<file path="src/rtl/spi_pkg.sv">
// Shared SPI definitions: frame FSM states and the CPOL/CPHA decode of a mode
// number. The master and the slave both use this decode so the two sides
// always agree on the meaning of a mode number.
package spi_pkg;

    typedef enum logic [1:0] {
        IDLE,
        XFER,
        WAIT_NEXT,
        CS_GAP
    } spi_state_e;

    typedef struct packed {
        logic cpol;
        logic cpha;
    } spi_mode_t;

    // Modes 2/3 idle SCLK high; modes 1/3 sample on the trailing edge.
    function automatic spi_mode_t spi_mode_decode(input int mode);
        spi_mode_t m;
        m.cpol = (mode == 2) || (mode == 3);
        m.cpha = (mode == 1) || (mode == 3);
        return m;
    endfunction

endpackage

</file>
<file path="src/rtl/spi_master_if.sv">
// Byte-level handshake between the user logic and the SPI master.
// The master modport is the SPI master's view; slave is the user side.
interface spi_master_if #(
    parameter int MAX_BYTES_PER_CS = 4
);
    localparam int CW = $clog2(MAX_BYTES_PER_CS + 1);

    logic [CW-1:0] i_TX_Count;
    logic [7:0]    i_TX_Byte;
    logic          i_TX_DV;
    logic          o_TX_Ready;
    logic          o_RX_DV;
    logic [7:0]    o_RX_Byte;
    logic [CW-1:0] o_RX_Count;

    modport master (
        input  i_TX_Count, i_TX_Byte, i_TX_DV,
        output o_TX_Ready, o_RX_DV, o_RX_Byte, o_RX_Count
    );

    modport slave (
        output i_TX_Count, i_TX_Byte, i_TX_DV,
        input  o_TX_Ready, o_RX_DV, o_RX_Byte, o_RX_Count
    );

endinterface

</file>
<file path="src/rtl/spi_master_byte.sv">
// Single-byte SPI engine: divides i_Clk into SCLK, shifts one byte out on
// MOSI (MSb first) and one byte in from MISO over 16 SCLK edges, then pulses
// o_Done for one cycle with the received byte stable on o_RX_Byte.
module spi_master_byte
    import spi_pkg::*;
#(
    parameter int SPI_MODE          = 0,
    parameter int CLKS_PER_HALF_BIT = 2
) (
    input  logic       i_Clk,
    input  logic       i_Rst,
    input  logic       i_Start,
    input  logic [7:0] i_Byte,
    input  logic       i_Clr_MOSI,
    input  logic       i_MISO,
    output logic       o_Done,
    output logic [7:0] o_RX_Byte,
    output logic       o_SPI_Clk,
    output logic       o_SPI_MOSI
);
    localparam spi_mode_t MODE = spi_mode_decode(SPI_MODE);
    localparam int        HW   = $clog2(CLKS_PER_HALF_BIT);

    logic          busy;
    logic [HW-1:0] half_cnt;
    logic [4:0]    edge_cnt;   // SCLK edges already produced in this byte
    logic [7:0]    tx_sh;
    logic [7:0]    rx_sh;
    logic          tick;
    logic          leading;
    logic          last_edge;
    logic          sample;
    logic          drive;

    // Decode the edge about to be produced: edge number is edge_cnt+1,
    // odd edges lead. CPHA=0 never shifts MOSI on edge 16 so bit0 is held.
    always_comb begin
        tick      = busy && (half_cnt == HW'(CLKS_PER_HALF_BIT - 1));
        leading   = ~edge_cnt[0];
        last_edge = (edge_cnt == 5'd15);
        sample    = tick && (leading ^ MODE.cpha);
        drive     = tick && (MODE.cpha ? leading : (!leading && !last_edge));
    end

    // Half-bit timer, SCLK toggle and the TX/RX shift registers.
    always_ff @(posedge i_Clk or posedge i_Rst) begin
        if (i_Rst) begin
            busy       <= 1'b0;
            half_cnt   <= '0;
            edge_cnt   <= '0;
            tx_sh      <= '0;
            rx_sh      <= '0;
            o_Done     <= 1'b0;
            o_SPI_Clk  <= MODE.cpol;
            o_SPI_MOSI <= 1'b0;
        end else begin
            o_Done <= 1'b0;
            if (i_Start) begin
                busy     <= 1'b1;
                half_cnt <= '0;
                edge_cnt <= '0;
                if (!MODE.cpha) begin
                    // bit7 must be on the wire before the first leading edge
                    o_SPI_MOSI <= i_Byte[7];
                    tx_sh      <= {i_Byte[6:0], 1'b0};
                end else begin
                    tx_sh <= i_Byte;
                end
            end else if (busy) begin
                if (tick) begin
                    half_cnt  <= '0;
                    o_SPI_Clk <= ~o_SPI_Clk;
                    edge_cnt  <= edge_cnt + 5'd1;
                    if (sample) rx_sh <= {rx_sh[6:0], i_MISO};
                    if (drive) begin
                        o_SPI_MOSI <= tx_sh[7];
                        tx_sh      <= {tx_sh[6:0], 1'b0};
                    end
                    if (last_edge) begin
                        busy   <= 1'b0;
                        o_Done <= 1'b1;
                    end
                end else begin
                    half_cnt <= half_cnt + 1'b1;
                end
            end
            if (i_Clr_MOSI) o_SPI_MOSI <= 1'b0;
        end
    end

    assign o_RX_Byte = rx_sh;

endmodule

</file>
<file path="src/rtl/spi_master.sv">
// SPI master top: frame FSM, byte/RX counters and CS_n around the byte engine.
// A frame of up to MAX_BYTES_PER_CS bytes keeps CS_n low; after the last byte
// CS_n stays high for at least CS_INACTIVE_CLKS cycles before the next frame.
module spi_master
    import spi_pkg::*;
#(
    parameter int SPI_MODE          = 0,
    parameter int CLKS_PER_HALF_BIT = 2,
    parameter int MAX_BYTES_PER_CS  = 4,
    parameter int CS_INACTIVE_CLKS  = 4
) (
    input  logic             i_Clk,
    input  logic             i_Rst,
    spi_master_if.master     bus,
    output logic             o_SPI_Clk,
    input  logic             i_SPI_MISO,
    output logic             o_SPI_MOSI,
    output logic             o_SPI_CS_n
);
    localparam int CW = $clog2(MAX_BYTES_PER_CS + 1);
    localparam int GW = $clog2(CS_INACTIVE_CLKS + 1);

    spi_state_e    state, state_d;
    logic [CW-1:0] frame_len;
    logic [CW-1:0] tx_cnt;     // bytes started in this frame
    logic [CW-1:0] rx_cnt;
    logic [GW-1:0] gap_cnt;
    logic          tx_ready, tx_ready_d;
    logic          cs_n, cs_n_d;
    logic          rx_dv;
    logic [7:0]    rx_byte;
    logic          accept;
    logic          frame_end;
    logic          done;
    logic [7:0]    eng_rx;

    // Only accept while ready; ready is registered, so a DV during a byte is
    // simply dropped.
    assign accept = bus.i_TX_DV && tx_ready;

    // Frame FSM state register.
    always_ff @(posedge i_Clk or posedge i_Rst) begin
        if (i_Rst) state <= IDLE;
        else       state <= state_d;
    end

    // Next state plus the next values of the registered ready and CS_n.
    always_comb begin
        state_d    = state;
        tx_ready_d = 1'b0;
        cs_n_d     = cs_n;
        frame_end  = 1'b0;
        case (state)
            IDLE: begin
                tx_ready_d = 1'b1;
                cs_n_d     = 1'b1;
                if (accept) begin
                    state_d    = XFER;
                    tx_ready_d = 1'b0;
                    cs_n_d     = 1'b0;
                end
            end
            XFER: begin
                if (done) begin
                    if (tx_cnt < frame_len) begin
                        state_d    = WAIT_NEXT;
                        tx_ready_d = 1'b1;
                    end else begin
                        state_d   = CS_GAP;
                        cs_n_d    = 1'b1;
                        frame_end = 1'b1;
                    end
                end
            end
            WAIT_NEXT: begin
                tx_ready_d = 1'b1;
                if (accept) begin
                    state_d    = XFER;
                    tx_ready_d = 1'b0;
                end
            end
            CS_GAP: begin
                // ready rises together with the return to IDLE so a request
                // on the first ready cycle gives CS_INACTIVE_CLKS+1 high cycles
                if (gap_cnt == GW'(CS_INACTIVE_CLKS - 1)) begin
                    state_d    = IDLE;
                    tx_ready_d = 1'b1;
                end
            end
            default: state_d = IDLE;
        endcase
    end

    // Output registers, frame/RX counters and the CS gap timer.
    always_ff @(posedge i_Clk or posedge i_Rst) begin
        if (i_Rst) begin
            tx_ready  <= 1'b0;
            cs_n      <= 1'b1;
            rx_dv     <= 1'b0;
            rx_byte   <= '0;
            frame_len <= '0;
            tx_cnt    <= '0;
            rx_cnt    <= '0;
            gap_cnt   <= '0;
        end else begin
            tx_ready <= tx_ready_d;
            cs_n     <= cs_n_d;
            rx_dv    <= done;
            if (done) rx_byte <= eng_rx;
            if (state == CS_GAP) gap_cnt <= gap_cnt + 1'b1;
            else                 gap_cnt <= '0;
            if (accept && state == IDLE) begin
                // a zero count still sends the byte that was just handed over
                frame_len <= (bus.i_TX_Count == '0) ? CW'(1) : bus.i_TX_Count;
                tx_cnt    <= CW'(1);
                rx_cnt    <= '0;
            end else begin
                if (accept) tx_cnt <= tx_cnt + 1'b1;
                if (rx_dv)  rx_cnt <= rx_cnt + 1'b1;
            end
        end
    end

    spi_master_byte #(
        .SPI_MODE          (SPI_MODE),
        .CLKS_PER_HALF_BIT (CLKS_PER_HALF_BIT)
    ) u_byte (
        .i_Clk      (i_Clk),
        .i_Rst      (i_Rst),
        .i_Start    (accept),
        .i_Byte     (bus.i_TX_Byte),
        .i_Clr_MOSI (frame_end),
        .i_MISO     (i_SPI_MISO),
        .o_Done     (done),
        .o_RX_Byte  (eng_rx),
        .o_SPI_Clk  (o_SPI_Clk),
        .o_SPI_MOSI (o_SPI_MOSI)
    );

    assign bus.o_TX_Ready = tx_ready;
    assign bus.o_RX_DV    = rx_dv;
    assign bus.o_RX_Byte  = rx_byte;
    assign bus.o_RX_Count = rx_cnt;
    assign o_SPI_CS_n     = cs_n;

endmodule

</file>
<file path="src/flat_wrapper.sv">
// flat-port wrapper written by rule: the top's interface ports become plain ports
module spi_master_flat import spi_pkg::*;
#(
    parameter int SPI_MODE          = 0,
    parameter int CLKS_PER_HALF_BIT = 2,
    parameter int MAX_BYTES_PER_CS  = 4,
    parameter int CS_INACTIVE_CLKS  = 4
)
  (i_Clk, i_Rst, o_SPI_Clk, i_SPI_MISO, o_SPI_MOSI, o_SPI_CS_n, bus_i_TX_Count, bus_i_TX_Byte, bus_i_TX_DV, bus_o_TX_Ready, bus_o_RX_DV, bus_o_RX_Byte, bus_o_RX_Count);
  spi_master_if #(.MAX_BYTES_PER_CS(MAX_BYTES_PER_CS)) bus_i ();
  input  logic i_Clk;
  input  logic i_Rst;
  output logic o_SPI_Clk;
  input  logic i_SPI_MISO;
  output logic o_SPI_MOSI;
  output logic o_SPI_CS_n;
  input wire logic [$bits(bus_i.i_TX_Count)-1:0] bus_i_TX_Count;
  input wire logic [$bits(bus_i.i_TX_Byte)-1:0] bus_i_TX_Byte;
  input wire logic [$bits(bus_i.i_TX_DV)-1:0] bus_i_TX_DV;
  output wire logic [$bits(bus_i.o_TX_Ready)-1:0] bus_o_TX_Ready;
  output wire logic [$bits(bus_i.o_RX_DV)-1:0] bus_o_RX_DV;
  output wire logic [$bits(bus_i.o_RX_Byte)-1:0] bus_o_RX_Byte;
  output wire logic [$bits(bus_i.o_RX_Count)-1:0] bus_o_RX_Count;
  assign bus_i.i_TX_Count = bus_i_TX_Count;
  assign bus_i.i_TX_Byte = bus_i_TX_Byte;
  assign bus_i.i_TX_DV = bus_i_TX_DV;
  assign bus_o_TX_Ready = bus_i.o_TX_Ready;
  assign bus_o_RX_DV = bus_i.o_RX_DV;
  assign bus_o_RX_Byte = bus_i.o_RX_Byte;
  assign bus_o_RX_Count = bus_i.o_RX_Count;
  spi_master #(.SPI_MODE(SPI_MODE), .CLKS_PER_HALF_BIT(CLKS_PER_HALF_BIT), .MAX_BYTES_PER_CS(MAX_BYTES_PER_CS), .CS_INACTIVE_CLKS(CS_INACTIVE_CLKS)) u_core (.i_Clk(i_Clk), .i_Rst(i_Rst), .bus(bus_i), .o_SPI_Clk(o_SPI_Clk), .i_SPI_MISO(i_SPI_MISO), .o_SPI_MOSI(o_SPI_MOSI), .o_SPI_CS_n(o_SPI_CS_n));
endmodule
</file>
<file path="config.mk">
export PLATFORM = sky130hd
export DESIGN_NAME = spi_master_flat
export DESIGN_NICKNAME = d
export VERILOG_FILES = /design/src/rtl/spi_pkg.sv /design/src/rtl/spi_master_if.sv /design/src/rtl/spi_master_byte.sv /design/src/rtl/spi_master.sv /design/src/flat_wrapper.sv
export SDC_FILE = /design/constraint.sdc
export NUM_CORES = 1
export LEC_CHECK = 0
export CAP_MARGIN = 20
export CORE_MARGIN = 2
export CORE_UTILIZATION = 35
export DETAILED_ROUTE_END_ITERATION = 6
export PLACE_DENSITY_LB_ADDON = 0.1
export SYNTH_ARGS = -nofsm -noshare
export SYNTH_HDL_FRONTEND = slang
export SYNTH_SLANG_ARGS = --single-unit
</file>
<file path="constraint.sdc">
create_clock -name i_Clk -period 2.4 [get_ports i_Clk]
set_input_delay 0.36 -clock i_Clk [delete_from_list [all_inputs] [get_ports i_Clk]]
set_output_delay 0.36 -clock i_Clk [all_outputs]
set_load 0.005 [all_outputs]
</file>
# Word-level counts from Yosys, hierarchy flattened

Index checks and enable logic that the tools add are counted.

Reductions and logical operators: 26
Magnitude comparators: 1
Eq/ne operators: 9
Bitwise logic cells: 3
Add/sub/neg operators: 5
Muxes and demuxes: 45

Operator list:

| cell                                                                   | count |
|---|---|
| 8-bit 2-to-1 mux                                                       | 4 |
| 1-bit 2-to-1 mux                                                       | 26 |
| 3-bit 2-to-1 mux                                                       | 6 |
| 5-bit 2-to-1 mux                                                       | 3 |
| 3-bit AND reduction                                                    | 5 |
| 2-bit nonzero test                                                     | 6 |
| 3-bit by 1-bit adder with 3-bit output (second input constant)         | 3 |
| 3-bit nonzero test                                                     | 3 |
| 1-bit logical AND                                                      | 6 |
| 2-bit 2-to-1 mux                                                       | 3 |
| 2-bit one-hot mux with 3 select lines                                  | 1 |
| 5-bit by 1-bit adder with 5-bit output (second input constant)         | 1 |
| 5-bit by 4-bit equality test with 1-bit output (second input constant) | 1 |
| 2-bit equality test (second input constant)                            | 2 |
| 2-bit by 1-bit != test with 1-bit output (second input constant)       | 2 |
| 2-bit != test (second input constant)                                  | 2 |
| 4-bit AND reduction                                                    | 1 |
| 3-bit by 2-bit equality test with 1-bit output (second input constant) | 1 |
| 3-bit zero test                                                        | 1 |
| 3-bit less-than comparator                                             | 1 |
| 1-bit NOT                                                              | 3 |
| 1-bit one-hot mux with 3 select lines                                  | 1 |
| 2-bit by 1-bit equality test with 1-bit output (second input constant) | 1 |
| 2-bit zero test                                                        | 1 |
| other kinds (5)                                                        | 5 |

Input port bits: 15
Register bits after elaboration: 51
Logic and storage cells: 106

# Logic depth before layout (Yosys ltp)

Word-level depth: 9
Depth in mapped cells: 7

# Hierarchy

Synthesis repeated with hierarchy kept, for this count alone.

Cells, all modules: 188
Area total of the unflattened synthesis: 2243.4 um2

By module, submodules not included:

| module          | times used | cells an instance | area an instance (um2) |
|---|---|---|---|
| spi_master      | 1          | 96                | 1122.3 |
| spi_master_byte | 1          | 92                | 1121.1 |

# Worst setup path before layout

No wires, ideal clock.

Kind: reg2reg
Start point: reg u_core.u_byte.edge_cnt[0]
End point: reg u_core.u_byte.tx_sh[2]
Library setup time: 0.132 ns
Path slack: 0.672 ns
Period minus slack after synthesis: 1.728 ns
Arrival: 1.596 ns
Path buffers: 1
Required time: 2.268 ns
Cell stages (with the launch flop): 8
Cells stage by stage: dfrtp_1 > ha_1 > and3_1 > ha_1 > nand3b_4 > buf_6 > mux2i_1 > o21ai_1

Longest elaborated chain between the ends: 6

RTL lines:

| what                                           | line                  | source |
|---|---|---|
| start: declaration                             | spi_master_byte.sv:26 | `logic [4:0] edge_cnt;` |
| start signal: assignment                       | spi_master_byte.sv:73 | `edge_cnt <= edge_cnt + 5'd1;` |
| 5-bit by 4-bit equality test with 1-bit output | spi_master_byte.sv:40 | `last_edge = (edge_cnt == 5'd15);` |
| 1-bit zero test                                | spi_master_byte.sv:42 | `drive = tick && (MODE.cpha ? leading : (!leading && !last_edge));` |
| 1-bit logical AND * (2 in series)              | spi_master_byte.sv:42 |  |
| 2-bit nonzero test (no source line) *          | n/a                   |  |
| 3-bit AND reduction (no source line) *         | n/a                   |  |
| end signal: assignment                         | spi_master_byte.sv:65 | `tx_sh <= {i_Byte[6:0], 1'b0};` |
| end signal: assignment                         | spi_master_byte.sv:67 | `tx_sh <= i_Byte;` |
| end signal: assignment                         | spi_master_byte.sv:77 | `tx_sh <= {tx_sh[6:0], 1'b0};` |
| end: declaration                               | spi_master_byte.sv:27 | `logic [7:0] tx_sh;` |

Every way passes the cells marked *; elsewhere a longest branch is shown, timed or not.
A chain may end at the register's enable or synchronous reset.

# Worst setup path in the final report

Start point: reg u_core.u_byte.edge_cnt[0]
End point: reg u_core.u_byte.tx_sh[3]

The elaborated chain is that of the path after synthesis.

==> flow_summary.yaml <==
critical_path:
  crit_slowest_cell: "dfrtp_1"
  cpPeakStageDelay_ns: 0.52
  arrival_ns: 2.02
  path_delay_family: "flip-flops"
  worstSetupEndpointType: "flop"
  critPathKind: "flop to flop"
  crit_top_cell: "ha_1"
  path_cells: "ha_1, and3_1, ha_1, nand3b_4, mux2i_1, o21ai_1"
  start_kind: "flop"
  cp_num_buf_inv: 0
  crit_path_max_fanout: 8
  critPathRequiredTime_ns: 2.58
pwr:
  intPower_mw: 2.10
  p_comb_frac: 0.309
  swShare: 0.311
  p_per_area_nw_per_um2: 1120
  clockPowerShare: 0.234
  ir_drop_uv: 457
  seqPwrFrac: 0.457
  p_leak_nw: 1.29
  power.switching_mw: 0.945
route:
  viasPerCell: 4.75
  wire_per_inst_um: 12.8
  route.detailed.drc: 0
  first_pass_iters: 4
  dr.first_iter.drc_count: 28
  routed_wl_mm: 3.74
  vias: 1392
  ant_nets: 0
yosys:
  syn_area_per_cell_um2: 11.8
  synth_top_cell_by_area: "dfrtp_1"
  synth.most_common_cell: "dfrtp_1"
  netlist_area_um2: 2200
  synth_edf_count: 0
  synth_flop_cell: "dfrtp_1"
  syn_inst: 186
  yosysWarnings: 0
  synthDistinctLibCells: 35
  synthTopCellsByArea: "dfrtp_1, mux2_2, ha_1, mux2i_1, nand2_1"
  yosysSeqAreaShare: 0.570
  yosys-top-cells-count: "dfrtp_1, nand2_1, nor2_1, mux2_2, o21ai_0"
  syn-num-nets: 209
  synth_top_area_share: 0.558
  ys_async_sr_fraction: 1.00
  ys_ff_latch: 50
timing:
  min_period_over_period: 0.769
  worst_slew_pin_slew_ns: 0.495
  setup_tns_ns: 0
  hold_violations: 0
  final.min_clock_period_ns: 1.85
  slew_headroom: 0.670
  setup_viol: 0
  drv_slew: 0
  rsz0062_at_grt: "false"
  fmax_ghz: 0.542
  clock_skew_ns: 0.00689
clock_network:
  clk_pin_slew_ns: 0.09
  root_buffer: "clkbuf_8"
  clock_sinks: 50
  post_cts_resized: 0
  insertion_delay_ns: 0.30
  cts_buffers: 5
  post-cts-setup-buffers: 0
  h-tree-depth: 2
  clock_path_buffers: 2
  ctsHoldBuffers: 0
  cts_tree: "yes"
die:
  initial_core_util: 0.367
  rows: 28
  die_area_um2: 6930
  core_um2: 5990
  die_x_um: 83.3
  die_h_um: 83.3
  num_io_pins: 31
placed_design:
  portBuffers: 30
  dpl_cell_area_um2: 2570
  dp_hpwl_mm: 2.71
  routabilityCongestion: 0.756
grt:
  grt_max_degree: 29
  grt_antenna_before_repair: 0
  grt_pass1_wl_mm: 6.60
  grt_pass1_vias: 1452
  track_usage: 0.117
  grt_overflow: 0
layout:
  num-fill-cells: 554
  nets: 240
  design_area_um2: 2710
  syn_to_final_growth_pct: 23.4
  diodes: 0
  drive_above_1_share: 0.151
  final_core_util: 0.453
job:
  maxCapViolCount: 0
outcome:
  status: "complete, no violations"
worst_hold_path:
  hold_path_class: "primary input to async pin"
-- layout make-up --
type	instances	area [um^2]	area share
well taps	75	93.8	0.0346
repair buffers	32	328	0.121
clock inverters	2	60.1	0.0221
flip-flops and latches	50	1250	0.462
multi-input cells	121	871	0.321
inverters	7	26.3	0.00968
clock buffers	6	82.6	0.0304
-- power by group through the flow --
stage	sequential [mW]	combinational (mW)	clock (mW)
after global routing	1.44	1.07	0.772
after floorplan	1.32	0.760	0
after CTS	1.40	0.965	0.734
after global placement	1.40	0.919	0
after detailed placement	1.41	0.963	0
final	1.39	0.939	0.711
-- layout by cell type (no fill, tap or decap), types with 2 or more instances in the layout --
| cell | netlist | routed |
|---|---|---|
| and3_1 | 2 | 2 |
| nand2_1 | 23 | 23 |
| inv_1 | 7 | 6 |
| o21ai_0 | 10 | 10 |
| xor2_1 | 3 | 3 |
| a31oi_1 | 2 | 2 |
| xnor2_1 | 4 | 4 |
| mux2i_1 | 9 | 9 |
| clkdlybuf4s50_1 | 0 | 30 |
| ha_1 | 8 | 8 |
| a21oi_1 | 2 | 2 |
| nor2b_1 | 4 | 4 |
| o21ai_1 | 6 | 6 |
| nor2_1 | 16 | 16 |
| clkbuf_8 | 0 | 6 |
| bufinv_16 | 0 | 2 |
| mux2_2 | 15 | 15 |
| dfrtp_1 | 49 | 49 |
| a21o_1 | 2 | 2 |
-- path summary, 6_finish.rpt --
kind | startpoint | endpoint | slack [ns] | cells after the start
min in group i_Clk | u_core.gap_cnt[0] | u_core.gap_cnt[0] | 0.44 | 1
min reg2reg | u_core.gap_cnt[0] | u_core.gap_cnt[0] | 0.44 | 1
max | u_core.u_byte.edge_cnt[0] | u_core.u_byte.tx_sh[3] | 0.55 | 6
max reg2reg | u_core.u_byte.edge_cnt[0] | u_core.u_byte.tx_sh[3] | 0.55 | 6
max in group asynchronous | i_Rst | u_core.u_byte.edge_cnt[1] | 1.48 | 3
min | i_Rst | u_core.bus.o_RX_Count[1] | 0.41 | 2
-- metal layers --
metal,wire [um],GRT usage,vias to the layer above
met5,0,0,-
met4,46,0.0358,0
met3,143,0.0328,5
met2,2010,0.218,22
met1,1550,0.128,679
li1,-,-,686
-- kinds of logic (layout without fill, tap and decap cells) --
group / count (synthesis) / in the layout / synth area share
AND/OR/NAND/NOR: 55 / 55 / 0.133
AO/OA/AOI/OAI: 26 / 26 / 0.0672
buffers and inverters: 15 / 47 / 0.0341
XOR/XNOR: 7 / 7 / 0.0279
multiplexers: 25 / 25 / 0.123
flip-flops: 50 / 50 / 0.570
adder cells (fa/ha/maj): 8 / 8 / 0.0455
-- registers in the layout (all words and copies together), names as in the netlist --
register and flops:
u_core.bus.o_RX_Byte 8, u_core.u_byte.o_RX_Byte 8, u_core.u_byte.tx_sh 7, u_core.u_byte.edge_cnt 5, u_core.bus.o_RX_Count 3, u_core.frame_len 3, u_core.gap_cnt 3, u_core.tx_cnt 3
u_core.state 2, u_core.bus.o_RX_DV 1, u_core.bus.o_TX_Ready 1, u_core.o_SPI_CS_n 1, u_core.u_byte.busy 1, u_core.u_byte.half_cnt 1, u_core.u_byte.o_Done 1, u_core.u_byte.o_SPI_Clk 1
u_core.u_byte.o_SPI_MOSI 1
-- through the flow --
step / hold WS, ns / cells / total power [mW] / setup slack [ns]
finish: 0.408 / 293 / 3.04 / 0.554
floorplan: 0.349 / 186 / 2.08 / 0.672
detailed placement: 0.430 / 285 / 2.38 / 0.438
global placement: 0.423 / 285 / 2.32 / 0.490
CTS: 0.420 / 293 / 3.10 / 0.528
global route: 0.458 / 293 / 3.29 / 0.394
No activity file was read; power rests on OpenSTA's default activity.
